===== config.mk =====
export PLATFORM = sky130hd
export DESIGN_NAME = mem_port_sched_flat
export DESIGN_NICKNAME = d
export VERILOG_FILES = /design/src/rtl/mem_port_sched_if.sv /design/src/rtl/mem_port_sched.sv /design/src/flat_wrapper.sv
export SDC_FILE = /design/constraint.sdc
export NUM_CORES = 1
export LEC_CHECK = 0
export ABC_CLOCK_PERIOD_IN_PS = 4090
export CORE_UTILIZATION = 35
export DETAILED_ROUTE_END_ITERATION = 10
export GPL_TIMING_DRIVEN = 0
export PLACE_DENSITY = 0.85
export SLEW_MARGIN = 25
export SYNTH_ARGS = -nofsm -noshare
export SYNTH_HDL_FRONTEND = slang
export SYNTH_SLANG_ARGS = --single-unit
export TNS_END_PERCENT = 5

===== constraint.sdc =====
create_clock -name clk -period 4.09 [get_ports clk]
set_clock_uncertainty 0.1 [all_clocks]
set_input_delay 1.227 -clock clk [delete_from_list [all_inputs] [get_ports clk]]
set_output_delay 1.227 -clock clk [all_outputs]
set_load 0.02 [all_outputs]

===== src/rtl/mem_port_sched_if.sv =====
// rtl/mem_port_sched_if.sv - requester and memory-port signals of the shared memory port scheduler
interface mem_port_sched_if #(
  parameter int NUM_REQ = 5,
  parameter int ADDR_W  = 16,
  parameter int DATA_W  = 16
);
  logic [NUM_REQ-1:0]        req;
  logic [NUM_REQ-1:0]        we;
  logic [NUM_REQ*ADDR_W-1:0] addr;
  logic [NUM_REQ*DATA_W-1:0] wdata;
  logic [NUM_REQ-1:0]        grant;
  logic [NUM_REQ-1:0]        ack;
  logic                      err;
  logic [DATA_W-1:0]         rdata;

  logic                      mem_req;
  logic                      mem_we;
  logic [ADDR_W-1:0]         mem_addr;
  logic [DATA_W-1:0]         mem_wdata;
  logic                      mem_ack;
  logic [DATA_W-1:0]         mem_rdata;

  modport slave (
    input  req, we, addr, wdata, mem_ack, mem_rdata,
    output grant, ack, err, rdata, mem_req, mem_we, mem_addr, mem_wdata
  );

  modport master (
    output req, we, addr, wdata, mem_ack, mem_rdata,
    input  grant, ack, err, rdata, mem_req, mem_we, mem_addr, mem_wdata
  );
endinterface


===== src/rtl/mem_port_sched.sv =====
// rtl/mem_port_sched.sv - round-robin owner of the single memory port with per-transaction timeout
module mem_port_sched #(
  parameter int NUM_REQ = 5,
  parameter int ADDR_W  = 16,
  parameter int DATA_W  = 16,
  parameter int TIMEOUT = 15
) (
  input logic              clk,
  input logic              rst,
  mem_port_sched_if.slave  bus
);
  localparam int IDX_W = (NUM_REQ > 1) ? $clog2(NUM_REQ) : 1;
  localparam int CNT_W = $clog2(TIMEOUT + 1);

  typedef enum logic {IDLE, BUSY} state_t;

  state_t              state_q, state_d;
  logic [IDX_W-1:0]    last_q, last_d;
  logic [IDX_W-1:0]    owner_q, owner_d;
  logic [CNT_W-1:0]    cnt_q, cnt_d;
  logic [NUM_REQ-1:0]  grant_q, grant_d;
  logic [NUM_REQ-1:0]  ack_q, ack_d;
  logic                err_q, err_d;
  logic [DATA_W-1:0]   rdata_q, rdata_d;
  logic                mem_req_q, mem_req_d;
  logic                mem_we_q, mem_we_d;
  logic [ADDR_W-1:0]   mem_addr_q, mem_addr_d;
  logic [DATA_W-1:0]   mem_wdata_q, mem_wdata_d;

  logic                win_found;
  logic [IDX_W-1:0]    win_idx;
  logic [IDX_W:0]      scan;
  logic [IDX_W-1:0]    sel_idx;
  logic                sel_we;
  logic [ADDR_W-1:0]   sel_addr;
  logic [DATA_W-1:0]   sel_wdata;

  // Scan last+1 .. last+NUM_REQ (wrapping) and take the first pending request.
  always_comb begin
    win_found = 1'b0;
    win_idx   = last_q;
    scan      = '0;
    for (int k = 1; k <= NUM_REQ; k++) begin
      scan = {1'b0, last_q} + (IDX_W+1)'(k);
      if (scan >= (IDX_W+1)'(NUM_REQ))
        scan = scan - (IDX_W+1)'(NUM_REQ);
      if (!win_found && bus.req[scan[IDX_W-1:0]]) begin
        win_found = 1'b1;
        win_idx   = scan[IDX_W-1:0];
      end
    end
  end

  // Command source: the new winner while idle, the current owner while busy.
  assign sel_idx = (state_q == IDLE) ? win_idx : owner_q;

  always_comb begin
    sel_we    = 1'b0;
    sel_addr  = '0;
    sel_wdata = '0;
    for (int i = 0; i < NUM_REQ; i++) begin
      if (sel_idx == IDX_W'(i)) begin
        sel_we    = bus.we[i];
        sel_addr  = bus.addr[i*ADDR_W +: ADDR_W];
        sel_wdata = bus.wdata[i*DATA_W +: DATA_W];
      end
    end
  end

  always_comb begin
    state_d     = state_q;
    last_d      = last_q;
    owner_d     = owner_q;
    cnt_d       = cnt_q;
    grant_d     = '0;
    ack_d       = '0;
    err_d       = 1'b0;
    rdata_d     = rdata_q;
    mem_req_d   = 1'b0;
    mem_we_d    = 1'b0;
    mem_addr_d  = '0;
    mem_wdata_d = '0;
    case (state_q)
      IDLE: begin
        if (win_found) begin
          grant_d     = NUM_REQ'(1) << win_idx;
          mem_req_d   = 1'b1;
          mem_we_d    = sel_we;
          mem_addr_d  = sel_addr;
          mem_wdata_d = sel_wdata;
          last_d      = win_idx;
          owner_d     = win_idx;
          cnt_d       = '0;
          state_d     = BUSY;
        end
      end
      BUSY: begin
        if (bus.mem_ack) begin
          ack_d   = NUM_REQ'(1) << owner_q;
          rdata_d = mem_we_q ? '0 : bus.mem_rdata;
          state_d = IDLE;
        end else if (cnt_q == CNT_W'(TIMEOUT - 1)) begin
          // This cycle is the last of TIMEOUT cycles with mem_req high.
          ack_d   = NUM_REQ'(1) << owner_q;
          err_d   = 1'b1;
          rdata_d = '0;
          state_d = IDLE;
        end else begin
          cnt_d       = cnt_q + 1'b1;
          grant_d     = grant_q;
          mem_req_d   = 1'b1;
          mem_we_d    = sel_we;
          mem_addr_d  = sel_addr;
          mem_wdata_d = sel_wdata;
        end
      end
      default: state_d = IDLE;
    endcase
  end

  always_ff @(posedge clk) begin
    if (rst) begin
      state_q     <= IDLE;
      last_q      <= IDX_W'(NUM_REQ - 1);
      owner_q     <= '0;
      cnt_q       <= '0;
      grant_q     <= '0;
      ack_q       <= '0;
      err_q       <= 1'b0;
      rdata_q     <= '0;
      mem_req_q   <= 1'b0;
      mem_we_q    <= 1'b0;
      mem_addr_q  <= '0;
      mem_wdata_q <= '0;
    end else begin
      state_q     <= state_d;
      last_q      <= last_d;
      owner_q     <= owner_d;
      cnt_q       <= cnt_d;
      grant_q     <= grant_d;
      ack_q       <= ack_d;
      err_q       <= err_d;
      rdata_q     <= rdata_d;
      mem_req_q   <= mem_req_d;
      mem_we_q    <= mem_we_d;
      mem_addr_q  <= mem_addr_d;
      mem_wdata_q <= mem_wdata_d;
    end
  end

  assign bus.grant     = grant_q;
  assign bus.ack       = ack_q;
  assign bus.err       = err_q;
  assign bus.rdata     = rdata_q;
  assign bus.mem_req   = mem_req_q;
  assign bus.mem_we    = mem_we_q;
  assign bus.mem_addr  = mem_addr_q;
  assign bus.mem_wdata = mem_wdata_q;
endmodule

===== src/flat_wrapper.sv =====
// flat-port wrapper written by rule: the top's interface ports become plain ports
module mem_port_sched_flat 
#(
  parameter int NUM_REQ = 5,
  parameter int ADDR_W  = 16,
  parameter int DATA_W  = 16,
  parameter int TIMEOUT = 15
)
  (clk, rst, bus_req, bus_we, bus_addr, bus_wdata, bus_mem_ack, bus_mem_rdata, bus_grant, bus_ack, bus_err, bus_rdata, bus_mem_req, bus_mem_we, bus_mem_addr, bus_mem_wdata);
  mem_port_sched_if #(.NUM_REQ(NUM_REQ), .ADDR_W(ADDR_W), .DATA_W(DATA_W)) bus_i ();
  input logic clk;
  input logic rst;
  input wire logic [$bits(bus_i.req)-1:0] bus_req;
  input wire logic [$bits(bus_i.we)-1:0] bus_we;
  input wire logic [$bits(bus_i.addr)-1:0] bus_addr;
  input wire logic [$bits(bus_i.wdata)-1:0] bus_wdata;
  input wire logic [$bits(bus_i.mem_ack)-1:0] bus_mem_ack;
  input wire logic [$bits(bus_i.mem_rdata)-1:0] bus_mem_rdata;
  output wire logic [$bits(bus_i.grant)-1:0] bus_grant;
  output wire logic [$bits(bus_i.ack)-1:0] bus_ack;
  output wire logic [$bits(bus_i.err)-1:0] bus_err;
  output wire logic [$bits(bus_i.rdata)-1:0] bus_rdata;
  output wire logic [$bits(bus_i.mem_req)-1:0] bus_mem_req;
  output wire logic [$bits(bus_i.mem_we)-1:0] bus_mem_we;
  output wire logic [$bits(bus_i.mem_addr)-1:0] bus_mem_addr;
  output wire logic [$bits(bus_i.mem_wdata)-1:0] bus_mem_wdata;
  assign bus_i.req = bus_req;
  assign bus_i.we = bus_we;
  assign bus_i.addr = bus_addr;
  assign bus_i.wdata = bus_wdata;
  assign bus_i.mem_ack = bus_mem_ack;
  assign bus_i.mem_rdata = bus_mem_rdata;
  assign bus_grant = bus_i.grant;
  assign bus_ack = bus_i.ack;
  assign bus_err = bus_i.err;
  assign bus_rdata = bus_i.rdata;
  assign bus_mem_req = bus_i.mem_req;
  assign bus_mem_we = bus_i.mem_we;
  assign bus_mem_addr = bus_i.mem_addr;
  assign bus_mem_wdata = bus_i.mem_wdata;
  mem_port_sched #(.NUM_REQ(NUM_REQ), .ADDR_W(ADDR_W), .DATA_W(DATA_W), .TIMEOUT(TIMEOUT)) u_core (.clk(clk), .rst(rst), .bus(bus_i));
endmodule

==> results.md <==
* Outcome: complete, but fails checks
* Failing checks: setup timing
* Core ar. at around 0.012 mm2
* Hold Path Class: reg -> reg
* Setup violators final at 12
* CTS Buffer Depth at 2
* Final hold viol count at 0
* Worst path required time at roughly 4.2 ns
* Final Worst Setup Slack at -0.144 ns
* Grt total ovfl at 0
* # port buffers at approximately 250
* Slew HR at 55.2%
* Post-synth EDFFs at 0
* Library cells used by synthesis at 66
* Least-Margin Pin Slew at around 0.67 ns
* CP startpoint kind: flop
* Sequential area share after synthesis at a little under a third
* Crit path arrival time at between 4 and 5 ns
* Avg Inst Size Synth at roughly 8.6 um2
* Routed vias at 5611
* Root buffer selected by CTS: clkbuf_16
* Commonest non-fill, non-tap cell in the layout: clkdlybuf4s50_1
* First-pass GRT wire length at 28.3 mm
* Worst skew pair latency at ~0.33 ns
* RePlAce Congestion at just over 0.9
* Final min period at 4.23 ns
* Rows at 40
* Post-Place Cells at 934
* Post-synthesis async set-or-reset flop share at 0%
* Area grow syn2layout at 88.8%
* Static Leak at 3.10 nW
* Crit-path max FO at 13
* Die area at 0.0132 mm2
* Dpl hpwl at ~14 mm
* Vias per cell at ~5.7
* Pin count of the biggest net entering global routing at 15
* Pre-CTS setup slack at -1.20 ns
* Number of antenna violations at the first check in global routing at 1
* Crit Path Category: reg -> reg
* Yosys warnings at 0
* Final Cycle Share at 104%
* Cells after Synth at 517
* Pwr/cell area at roughly 1200 mW/mm2
* Final instance area at about 0.0084 mm2
* Vias in the first global route at approximately 5400
* Initial core utilization at 36.5%
* RSZ-0062 raised after global routing: true
* Total GRT Usage at between 20% and 30%
* Post-Route WL at 19.6 mm
* Main synth FF type: dfxtp_1
* CTS tree: done
* CTS Hold Bufs at 0
* DRC errors left at 0
* Final cell count without fillers at 986
* Clk pin slew, worst setup/hold paths at 0.06 ns
* Share of layout cells above drive strength 1 at between 20% and 30%
* Drt first pass iters at 5
* Post-Syn Area at between 0.004 and 0.005 mm2
* DRT antenna net count at 0
* Initial DRC Count at around 330
* #FFs+latches synth at 69
* Max Cap Viol at 0
* Commonest cells after routing, fill and taps aside: clkdlybuf4s50_1, dfxtp_1, buf_4, nand2_1, mux2i_1
* Worst Setup End Kind: flop
* Overall Power at 0.0103 W
* Die Span X at around 110 um
* Post-Syn Nets at 720
* Fmax at 236 MHz
* Worst vdd ir at around 770 uV
* Placed cell areas at 0.00717 mm2
* CTS Sinks at 69
* TNS Setup at -0.388 ns
* WL/cell at between 15 and 20 um
* Max-slew violation count at 0
* I/O Pins at 250
* DIE HEIGHT at 115 um
* Layout Nets at between 1000 and 1500
* Htree depth at 3
* Cts bufs inserted at 9
==> cells by family after synthesis <==
| kind of cell | synth area share [%] |
|---|---|
| flops | 31.0 |
| fa+ha+maj | 4.10 |
| mux | 12.0 |
| buf+inv | 5.19 |
| simple gates | 16.6 |
| compound gates | 30.1 |
| xor+xnor | 0.982 |
==> where the power goes <==
group / internal (W) / switching (W)
clock: 0.000543 / 0.000328
sequential: 0.000858 / 0.0000739
combinational: 0.00427 / 0.00418
==> critical path: stages (launching register included) <==
cell      delay, ns
dfxtp_4        0.37
buf_12         0.14
inv_2          0.09
buf_12         0.15
ha_1           0.19
inv_2          0.05
fa_2           0.41
or4_1          0.50
a21oi_2        0.24
or3_4          0.19
nor4_4         0.05
a211oi_2       0.40
a21oi_1        0.20
a211oi_4       0.36
buf_4          0.27
a22oi_1        0.12
o22ai_1        0.27
==> sequential cells by signal, indices dropped and copies added, names as in the netlist <==
| name | count |
|---|---|
| u_core.bus.mem_addr | 16 |
| u_core.bus.mem_wdata | 16 |
| u_core.bus.rdata | 16 |
| u_core.bus.ack | 5 |
| u_core.bus.grant | 5 |
| u_core.cnt_q | 4 |
| u_core.owner_q | 3 |
| u_core.bus.err | 1 |
| u_core.bus.mem_we | 1 |
| u_core.last_q | 1 |
| u_core.state_q | 1 |
==> per-stage QoR <==
stage | hold WS, ns | utilization, %
4_1_cts | 0.354 | 65.6
2_1_floorplan | 0.345 | -
3_5_place_dp | 0.345 | 58.7
3_3_place_gp | 0.337 | 58.7
5_1_grt | 0.374 | 68.9
6_report | 0.353 | 68.9
==> synth_stat cells, drive strengths merged (3+ instances only) <==
master	n	share of area, %
nor4	4	1.2
o22ai	35	5.1
nand2b	15	2.1
nor3	9	1.0
buf	16	1.8
nor2b	4	0.56
nand2	35	2.9
xnor2	3	0.59
a211o	3	0.59
ha	13	3.6
a31oi	6	1.2
and3	3	0.42
a21o	4	0.67
and2	6	0.84
dfxtp	69	31
a21oi	34	3.8
mux2i	40	9.3
mux4	4	2.0
o21ai	13	1.5
inv	15	1.3
nand3	19	2.1
clkbuf	25	2.1
nand4	3	0.42
or4	3	0.51
a22oi	32	5.4
mux2	3	0.76
a211oi	7	1.3
nor2	26	2.2
a2bb2oi	33	6.5
==> routing by layer <==
layer | GRT usage, % | vias up | wire, um
li1 | - | 2580 | -
met4 | 11.6 | 2 | 652
met3 | 7.43 | 49 | 1740
met2 | 47.8 | 332 | 9790
met1 | 32.9 | 2648 | 7460
met5 | 0 | - | 13
==> what timing repair did <==
| action | in CTS | in global routing |
|---|---|---|
| pin swaps | 10 | 25 |
| hold endpoints to repair | 0 | 0 |
| gates cloned | 2 | 0 |
| endpoints found under the setup margin | 44 | 35 |
| resized for setup | 82 | 94 |
| buffers inserted | 28 | 8 |
==> path summary, 6_finish.rpt <==
check                 startpoint                      end  slack, ns  depth (start not counted)
max            u_core.owner_q[0]  u_core.bus.mem_wdata[4]      -0.14                         16
min          u_core.bus.rdata[1]      u_core.bus.rdata[1]       0.35                          2
max reg2reg    u_core.owner_q[0]  u_core.bus.mem_wdata[4]      -0.14                         16
min reg2reg  u_core.bus.rdata[1]      u_core.bus.rdata[1]       0.35                          2
==> final cells by class <==
cell class | instances | area, um2
timing repair buffer | 286 | 2780
inverter | 15 | 60.1
tap | 168 | 210
multi-input combinational | 392 | 3320
antenna | 1 | 2.50
fill | 931 | 3790
clock buffer | 9 | 225
buffer | 39 | 325
sequential | 69 | 1390
clock inverter | 7 | 103
Power figures use the tool's default switching activity.
